===== src/rtl/cv_datadecp.sv =====
// cv_datadecp: pipelined TMDS receive-channel decoder with token-based word alignment.
// Three register stages from din to outputs; alignment FSM emits bitslip until lock.
// Optional build macro: CV_DATADEC_CODECHK_EN enables the received-code legality check (code_err).
module cv_datadecp #(
    parameter int unsigned TOKEN_RUN  = 4,
    parameter int unsigned SEARCH_LEN = 4096,
    parameter int unsigned SLIP_WAIT  = 16,
    parameter int unsigned LOSS_LEN   = 65536
) (
    input  logic       clk,
    input  logic       reset_n,
    input  logic       cs,
    input  logic [9:0] din,
    input  logic       din_en,
    output logic [7:0] dout,
    output logic [1:0] ctl,
    output logic       de,
    output logic       dout_en,
    output logic       code_err,
    output logic       bitslip,
    output logic       locked
);

    localparam int unsigned RUN_W    = $clog2(TOKEN_RUN) + 1;
    localparam int unsigned SEARCH_W = $clog2(SEARCH_LEN) + 1;
    localparam int unsigned SLIP_W   = $clog2(SLIP_WAIT) + 1;
    localparam int unsigned LOSS_W   = $clog2(LOSS_LEN) + 1;

    localparam logic [RUN_W-1:0]    RUN_MAX    = RUN_W'(TOKEN_RUN);
    localparam logic [SEARCH_W-1:0] SEARCH_MAX = SEARCH_W'(SEARCH_LEN);
    localparam logic [SLIP_W-1:0]   SLIP_MAX   = SLIP_W'(SLIP_WAIT);
    localparam logic [LOSS_W-1:0]   LOSS_MAX   = LOSS_W'(LOSS_LEN);

    typedef enum logic [1:0] {
        HUNT = 2'd0,
        SLIP = 2'd1,
        LOCK = 2'd2
    } state_t;

    // stage 1
    logic       tok_c;
    logic [1:0] tcode_c;
    logic [9:0] s1_din;
    logic       s1_en;
    logic       s1_tok;
    logic [1:0] s1_tcode;

    // stage 2
    logic [7:0] q_c;
    logic [7:0] d_c;
    logic [7:0] s2_d;
    logic       s2_en;
    logic       s2_tok;
    logic [1:0] s2_tcode;

    // alignment FSM
    state_t              state_q, state_d;
    logic [RUN_W-1:0]    run_q, run_d, run_inc;
    logic [SEARCH_W-1:0] search_q, search_d, search_inc;
    logic [SLIP_W-1:0]   slip_q, slip_d, slip_inc;
    logic [LOSS_W-1:0]   loss_q, loss_d, loss_inc;
    logic                bitslip_c;

    // Recognise the four control tokens on the raw symbol
    always_comb begin
        tok_c   = 1'b0;
        tcode_c = 2'b00;
        case (din)
            10'b1101010100: begin tok_c = 1'b1; tcode_c = 2'b00; end
            10'b0010101011: begin tok_c = 1'b1; tcode_c = 2'b01; end
            10'b0101010100: begin tok_c = 1'b1; tcode_c = 2'b10; end
            10'b1010101011: begin tok_c = 1'b1; tcode_c = 2'b11; end
            default:        begin tok_c = 1'b0; tcode_c = 2'b00; end
        endcase
    end

    // Stage 1: capture symbol, valid and token classification
    always_ff @(posedge clk or negedge reset_n) begin
        if (!reset_n) begin
            s1_din   <= '0;
            s1_en    <= 1'b0;
            s1_tok   <= 1'b0;
            s1_tcode <= 2'b00;
        end else begin
            s1_din   <= din;
            s1_en    <= din_en;
            s1_tok   <= tok_c;
            s1_tcode <= tcode_c;
        end
    end

    // Undo the optional inversion, then the XOR/XNOR transition chain
    always_comb begin
        q_c    = s1_din[9] ? ~s1_din[7:0] : s1_din[7:0];
        d_c    = '0;
        d_c[0] = q_c[0];
        for (int i = 1; i < 8; i++) begin
            d_c[i] = s1_din[8] ? (q_c[i] ^ q_c[i-1]) : ~(q_c[i] ^ q_c[i-1]);
        end
    end

    // Stage 2: capture decoded byte alongside the token side-band
    always_ff @(posedge clk or negedge reset_n) begin
        if (!reset_n) begin
            s2_d     <= '0;
            s2_en    <= 1'b0;
            s2_tok   <= 1'b0;
            s2_tcode <= 2'b00;
        end else begin
            s2_d     <= d_c;
            s2_en    <= s1_en;
            s2_tok   <= s1_tok;
            s2_tcode <= s1_tcode;
        end
    end

    // Stage 3: output register; ctl keeps the last token code across data words
    always_ff @(posedge clk or negedge reset_n) begin
        if (!reset_n) begin
            dout    <= '0;
            ctl     <= 2'b00;
            de      <= 1'b0;
            dout_en <= 1'b0;
        end else begin
            dout_en <= s2_en;
            if (s2_tok) begin
                de   <= 1'b0;
                ctl  <= s2_tcode;
                dout <= '0;
            end else begin
                de   <= 1'b1;
                dout <= s2_d;
            end
        end
    end

`ifdef CV_DATADEC_CODECHK_EN
    logic       s2_din8;
    logic [3:0] n1_c;
    logic       use_xnor_c;

    // Carry the received q_m[8] into stage 2 for the legality check
    always_ff @(posedge clk or negedge reset_n) begin
        if (!reset_n) begin
            s2_din8 <= 1'b0;
        end else begin
            s2_din8 <= s1_din[8];
        end
    end

    // Recompute the encoder's XOR/XNOR decision from the decoded byte
    always_comb begin
        n1_c = 4'd0;
        for (int i = 0; i < 8; i++) begin
            n1_c = n1_c + 4'(s2_d[i]);
        end
        use_xnor_c = (n1_c > 4'd4) | ((n1_c == 4'd4) & ~s2_d[0]);
    end

    // A legal symbol carries q_m[8] = ~use_xnor; tokens are never flagged
    always_ff @(posedge clk or negedge reset_n) begin
        if (!reset_n) begin
            code_err <= 1'b0;
        end else begin
            code_err <= ~s2_tok & (s2_din8 == use_xnor_c);
        end
    end
`else
    assign code_err = 1'b0;
`endif

    // Saturating increments of every FSM counter
    always_comb begin
        run_inc    = (run_q == RUN_MAX) ? run_q : run_q + RUN_W'(1);
        search_inc = (search_q == SEARCH_MAX) ? search_q : search_q + SEARCH_W'(1);
        slip_inc   = (slip_q == SLIP_MAX) ? slip_q : slip_q + SLIP_W'(1);
        loss_inc   = (loss_q == LOSS_MAX) ? loss_q : loss_q + LOSS_W'(1);
    end

    // Alignment next-state; steps only on enabled stage-1 words while cs is high.
    // A code_err word is never a token, so it already counts against the loss counter.
    always_comb begin
        state_d   = state_q;
        run_d     = run_q;
        search_d  = search_q;
        slip_d    = slip_q;
        loss_d    = loss_q;
        bitslip_c = 1'b0;
        if (!cs) begin
            state_d  = HUNT;
            run_d    = '0;
            search_d = '0;
            slip_d   = '0;
            loss_d   = '0;
        end else if (s1_en) begin
            case (state_q)
                HUNT: begin
                    run_d    = s1_tok ? run_inc : '0;
                    search_d = search_inc;
                    if (s1_tok && (run_inc == RUN_MAX)) begin
                        // lock takes priority over a coincident search expiry
                        state_d  = LOCK;
                        run_d    = '0;
                        search_d = '0;
                        loss_d   = '0;
                    end else if (search_inc == SEARCH_MAX) begin
                        state_d   = SLIP;
                        bitslip_c = 1'b1;
                        run_d     = '0;
                        search_d  = '0;
                        slip_d    = '0;
                    end
                end
                SLIP: begin
                    slip_d = slip_inc;
                    if (slip_inc == SLIP_MAX) begin
                        state_d  = HUNT;
                        slip_d   = '0;
                        run_d    = '0;
                        search_d = '0;
                    end
                end
                LOCK: begin
                    loss_d = s1_tok ? '0 : loss_inc;
                    if (!s1_tok && (loss_inc == LOSS_MAX)) begin
                        state_d  = HUNT;
                        loss_d   = '0;
                        run_d    = '0;
                        search_d = '0;
                    end
                end
                default: begin
                    state_d  = HUNT;
                    run_d    = '0;
                    search_d = '0;
                    slip_d   = '0;
                    loss_d   = '0;
                end
            endcase
        end
    end

    // FSM state, counters and registered status outputs
    always_ff @(posedge clk or negedge reset_n) begin
        if (!reset_n) begin
            state_q  <= HUNT;
            run_q    <= '0;
            search_q <= '0;
            slip_q   <= '0;
            loss_q   <= '0;
            bitslip  <= 1'b0;
            locked   <= 1'b0;
        end else begin
            state_q  <= state_d;
            run_q    <= run_d;
            search_q <= search_d;
            slip_q   <= slip_d;
            loss_q   <= loss_d;
            bitslip  <= bitslip_c;
            locked   <= (state_d == LOCK);
        end
    end

endmodule


===== config.mk =====
export PLATFORM = sky130hd
export DESIGN_NAME = cv_datadecp
export DESIGN_NICKNAME = d
export VERILOG_FILES = /design/src/rtl/cv_datadecp.sv
export SDC_FILE = /design/constraint.sdc
export NUM_CORES = 1
export LEC_CHECK = 0
export CAP_MARGIN = 25
export CORE_MARGIN = 2
export CORE_UTILIZATION = 55
export CTS_BUF_LIST = sky130_fd_sc_hd__clkbuf_2
export DETAILED_ROUTE_END_ITERATION = 8
export PLACE_DENSITY_LB_ADDON = 0.12
export REMOVE_ABC_BUFFERS = 1
export SETUP_SLACK_MARGIN = 0.02
export SKIP_CTS_REPAIR_TIMING = 1
export SLEW_MARGIN = 30
export SYNTH_ARGS = -nofsm -noshare
export SYNTH_HDL_FRONTEND = slang
export SYNTH_SLANG_ARGS = --single-unit

===== constraint.sdc =====
create_clock -name clk -period 8.7 [get_ports clk]
set_input_delay 2.175 -clock clk [delete_from_list [all_inputs] [get_ports clk]]
set_output_delay 2.175 -clock clk [all_outputs]
set_load 0.1 [all_outputs]

### Yosys cells after proc, flatten, opt, wreduce, memory -nomap -nowiden

Cells that the tools add are included.

* bits in registers: 80
* input bits: 14
* output and inout port bits: 15

* $add $sub $neg: 4
* eq/ne operators: 23
* multiplexer cells: 55
* bitwise gates (word level): 15
* reduce and logical (&&, ||, !) cells: 8

Operators by type and width (number)
* 17-bit two-way mux: 6
* 13-bit two-way mux: 7
* 17-bit one-hot mux with 3 select lines: 1
* 13-bit one-hot mux with 3 select lines: 1
* 17-bit == test (second input constant): 2
* 5-bit two-way mux: 6
* 13-bit == test (second input constant): 2
* 3-bit two-way mux: 8
* 10-bit == test (second input constant): 2
* 17-bit by 1-bit adder with 17-bit output (second input constant): 1
* 8-bit two-way mux: 2
* 3-bit inequality test (second input constant): 5
* 5-bit one-hot mux with 3 select lines: 1
* 1-bit two-way mux: 14
* 13-bit by 1-bit adder with 13-bit output (second input constant): 1
* 2-bit two-way mux: 6
* 2-bit one-hot mux with 3 select lines: 2
* 10-bit by 8-bit == test with 1-bit output (second input constant): 1
* 10-bit by 9-bit == test with 1-bit output (second input constant): 1
* 5-bit == test (second input constant): 2
* 3-bit one-hot mux with 3 select lines: 1
* 8-bit inverter: 1
* 1-bit inverter: 7
* 1-bit XOR: 7
* other kinds (13): 18

### Longest topological paths before layout

* depth after elaboration: 9
* mapped depth: 11

### Worst setup path after synthesis

No wires, ideal clock.

* path kind: input to register
* from: input port cs
* to: register loss_q[11]
* library setup time: 0.095 ns
* arrival time: 3.440 ns
* data required time: 8.605 ns
* path slack: 5.164 ns
* stages on the path: 6
* buffers on the path: 1
* cells stage by stage: nor2b_1 -> nand2_1 -> nor3_2 -> nand2b_1 -> buf_2 -> o31ai_1

* longest elaborated chain between the ends: 2
* elaborated cells between the ends (all ways): 5
* those cells by class: eq/ne (3); mux (1); reduce/logical (1)

RTL lines
* from (decl): RTL line 12 `input logic cs,`
* 3-bit inequality test (no source line) (tied with other cells)
* 3-bit AND reduction (no source line)
* to (signal assigned): RTL line 258 `loss_q <= loss_d;`
* to (decl): RTL line 61 `logic [LOSS_W-1:0] loss_q, loss_d, loss_inc;`

Several ways; a longest one is shown, not always the timed one.
A chain may end at the register's enable or synchronous reset.

### Worst setup path after layout

* from: register ctl[1]
* to: output port ctl[1]

RTL lines
* from (decl): RTL line 16 `output logic [1:0] ctl,`
* from (signal assigned): RTL line 128 `ctl <= s2_tcode;`

No word-level cell between the ends.

==> out/qor.csv <==
stage,metric,value,unit
outcome,outcome,completed,
layout,fill_cells,625,
yosys,ys_seq_area_frac,0.4717,
setup_path,rrSetupSlack,4910,ps
timing,clock.fmax,0.2332,GHz
yosys,avgSynthCellArea,9.537,um^2
layout,multiInputGateArea,0.002085,mm^2
setup_path,crit_end,ctl[1],
global_routing,grt_usage,0.2271,
setup_path,path_delay_family,buffers and inverters,
yosys,synth.top_cell.area_share,0.4717,
floorplan,die-area,0.008436,mm^2
flow_run,maxCapViolations,0,
power,power,709.7,uW
setup_path,slowest_stage,clkdlybuf4s50_1,
timing,finClkSkew,39.07,ps
global_routing,grt_max_degree,44,
global_routing,grt_pass1_wl,15190,um
layout,n_antenna_cell,0,
setup_path,critPathMaxStageDelay,1140,ps
placed_design,dp_cells,553,
floorplan,coreArea,0.007607,mm^2
min_path,hp-class,reg -> reg,
yosys,yosys.area.top_type,dfrtp_1,
setup_path,arrival,2110,ps
placed_design,gp_congestion,0.8928,
setup_path,path_depth,1,
layout,layout.cells.non_filler,569,
timing,finalHoldViolCount,0,
setup_path,cp_max_fo,2,
timing,relSlewSlack,0.3245,
setup_path,path_buf_inv,1,
setup_path,reg2reg_depth,9,
route,num_vias,3272,
setup_path,critPathRequiredTime,6530,ps
clock_network,clkTransAtPathRegs,260,ps
timing,fin_crit_sh,0.4930,
route,routed_wl,8618,um
timing,setup_viol,0,
clock_network,cts_buffers,9,
power,p_leak,1.969,nW
timing,finalCriticalPeriod,4289,ps
layout,layout-drive-gt1-share,0.06424,
setup_path,startpoint_type,flop,
setup_path,crit_path_start,ctl[1]$_DFFE_PN0P_,
yosys,synth_flop_cell,dfrtp_1,
timing,finalSetupTns,0,ps
clock_network,clk_path_buf_depth,2,
placed_design,place_ws,3884,ps
route,dr.pass1.iters,4,
timing,timing.final.ws_setup,4411,ps
global_routing,grt_pass1_vias,3097,
global_routing,overflow,0,
route,ant_nets,0,
yosys,synth_cell_types,63,
setup_path,end_kind,output pin,
min_path,min_path_cells,0,
setup_path,r2r_start,loss_q[0]$_DFFE_PN0P_,
floorplan,die_h,91.85,um
floorplan,start_util,0.5579,
route,drtIter0Drc,205,
clock_network,htree_levels,3,
floorplan,die_w,91.85,um
setup_path,crit_type,reg -> out,
yosys,synth-edff-count,0,
route,via_per_inst,5.750,
yosys,synth_cells,445,
global_routing,antenna_found_initial,0,
clock_network,clkLatencyLatePin,550,ps
setup_path,timing.rr.end,search_q[2]$_DFFE_PN0P_,
placed_design,dpl_cell_area,0.004559,mm^2
setup_path,worstPathCellList,clkdlybuf4s50_1,
timing,worst_slew_pin_slew,1010,ps
yosys,synth_seq_cells,80,
route,avgRoutedWirePerCell,15.15,um
clock_network,cts_tree,done,
layout,layout.area.seq,0.002002,mm^2
floorplan,io-pin-count,29,
timing,rsz0062_at_grt,false,
route,drc,0,
placed_design,dp_hpwl,6274,um
yosys,async_flop_share,1.000,
power,power.density,151.4,mW/mm^2
yosys,synthTopCellsByArea,"dfrtp_1 47%, o21ai_0 4.0%, xnor2_1 3.5%",
layout,final_area,0.004688,mm^2
clock_network,root_buffer,clkbuf_2,
timing,finalMaxSlewViolations,0,
clock_network,cts_sinks,80,
placed_design,port_buffers,27,
yosys,synth_area,0.004244,mm^2
floorplan,rows,32,
layout,num-nets-final,484,
yosys,synth-warning-count,0,
power,ir_worst_vdd,65.79,uV
layout,syn2layout_area_growth,10.47,%
[per-stage QoR]
stage               hold WS, ps  utilization
finish                    383.4       0.6163
global route              391.2       0.6163
CTS                       374.8       0.6155
detailed placement        337.0       0.5993
global placement          331.9       0.5967
floorplan                 331.2            -
[where the power goes]
group | internal, mW | switching [mW] | leakage, nW
Clock | 0.0693 | 0.141 | 0.0685
Combinational | 0.0305 | 0.0733 | 0.857
Sequential | 0.388 | 0.00742 | 1.04
[logic make-up after synthesis]
family	share of synthesized area
AO/OA/AOI/OAI	0.1618
XOR/XNOR	0.05159
adder cells (fa/ha/maj)	0.02359
buffers and inverters	0.03862
flip-flops	0.4717
multiplexers	0.01946
other	0.0008836
AND/OR/NAND/NOR	0.2323
[cells in the mapped netlist (2+ instances only)]
master / instances
dfrtp_1: 80
nand2_1: 36
nor2_1: 35
o21ai_0: 34
nand3_1: 23
inv_1: 17
xnor2_1: 17
nor2b_1: 14
and3_1: 13
clkbuf_1: 13
a21oi_1: 11
nor3_1: 11
nand4_1: 10
a31oi_1: 9
o31ai_1: 9
ha_1: 8
xor2_1: 8
a22o_1: 6
and2_1: 6
mux2i_1: 6
nand2b_1: 6
nor4_1: 5
a21o_1: 4
and4_1: 4
buf_2: 4
o22ai_1: 4
a22oi_1: 3
nor3b_1: 3
o211ai_1: 3
a211oi_1: 2
a21bo_2: 2
buf_1: 2
mux2_2: 2
nand4b_1: 2
nor4b_1: 2
nor4bb_1: 2
or2_2: 2
or3_1: 2
[state kept, by name (all words and copies together) (netlist names), 3 cells and up]
signal	flops
s1_din	10
s2_d	8
slip_q	5
loss_q	17
search_q	13
run_q	3
dout	8
[worst reg2reg max path: stages (launching register included)]
cell       delay [ps]
dfrtp_1           520
ha_1              410
nand3_4           150
or3_4             440
or4_1             510
a21o_1            230
a2111oi_4         530
o21bai_2          350
nor3_1            400
a32o_1            210
[worst min-delay path by stage]
stage,start,to
final,s2_en$_DFF_PN0_,dout_en$_DFF_PN0_
after detailed placement,s1_tcode[1]$_DFF_PN0_,s2_tcode[1]$_DFF_PN0_
after CTS,s2_en$_DFF_PN0_,dout_en$_DFF_PN0_
after floorplan,s2_en$_DFF_PN0_,dout_en$_DFF_PN0_
after global placement,s2_en$_DFF_PN0_,dout_en$_DFF_PN0_
after global routing,s2_en$_DFF_PN0_,dout_en$_DFF_PN0_
[layout by cell type, fill, tap and decap left out, types with 6 or more instances in the layout]
master | synthesis | final
dfrtp_1 | 80 | 80
nand3_1 | 23 | 23
nor3_1 | 11 | 11
ha_1 | 8 | 8
nand2_1 | 36 | 36
clkbuf_2 | 1 | 9
and2_1 | 6 | 6
xnor2_1 | 17 | 17
inv_1 | 17 | 17
a22o_1 | 6 | 6
o21ai_0 | 34 | 34
nand2b_1 | 6 | 6
a21oi_1 | 11 | 11
mux2i_1 | 6 | 6
clkdlybuf4s50_1 | 0 | 26
and3_1 | 13 | 13
o31ai_1 | 9 | 9
nor2_1 | 35 | 35
a31oi_1 | 9 | 9
nor2b_1 | 14 | 14
xor2_1 | 8 | 8
nand4_1 | 10 | 10
[cell type report]
| type | instances | area share |
|---|---|---|
| sequential | 80 | 0.4270 |
| multi-input combinational | 326 | 0.4446 |
| timing repair buffer | 28 | 0.06138 |
| clock inverter | 7 | 0.01655 |
| clock buffer | 9 | 0.009608 |
| tap | 102 | 0.02722 |
| inverter | 17 | 0.01361 |
[metal layers]
metal,track usage,share of wire,wire length (um)
met1,0.3232,0.46,3981
met2,0.3548,0.48,4137
met3,0.05012,0.047,401
met4,0.05970,0.011,97
met5,0,0,0
Note: power is estimated with default switching activity, not from simulation.
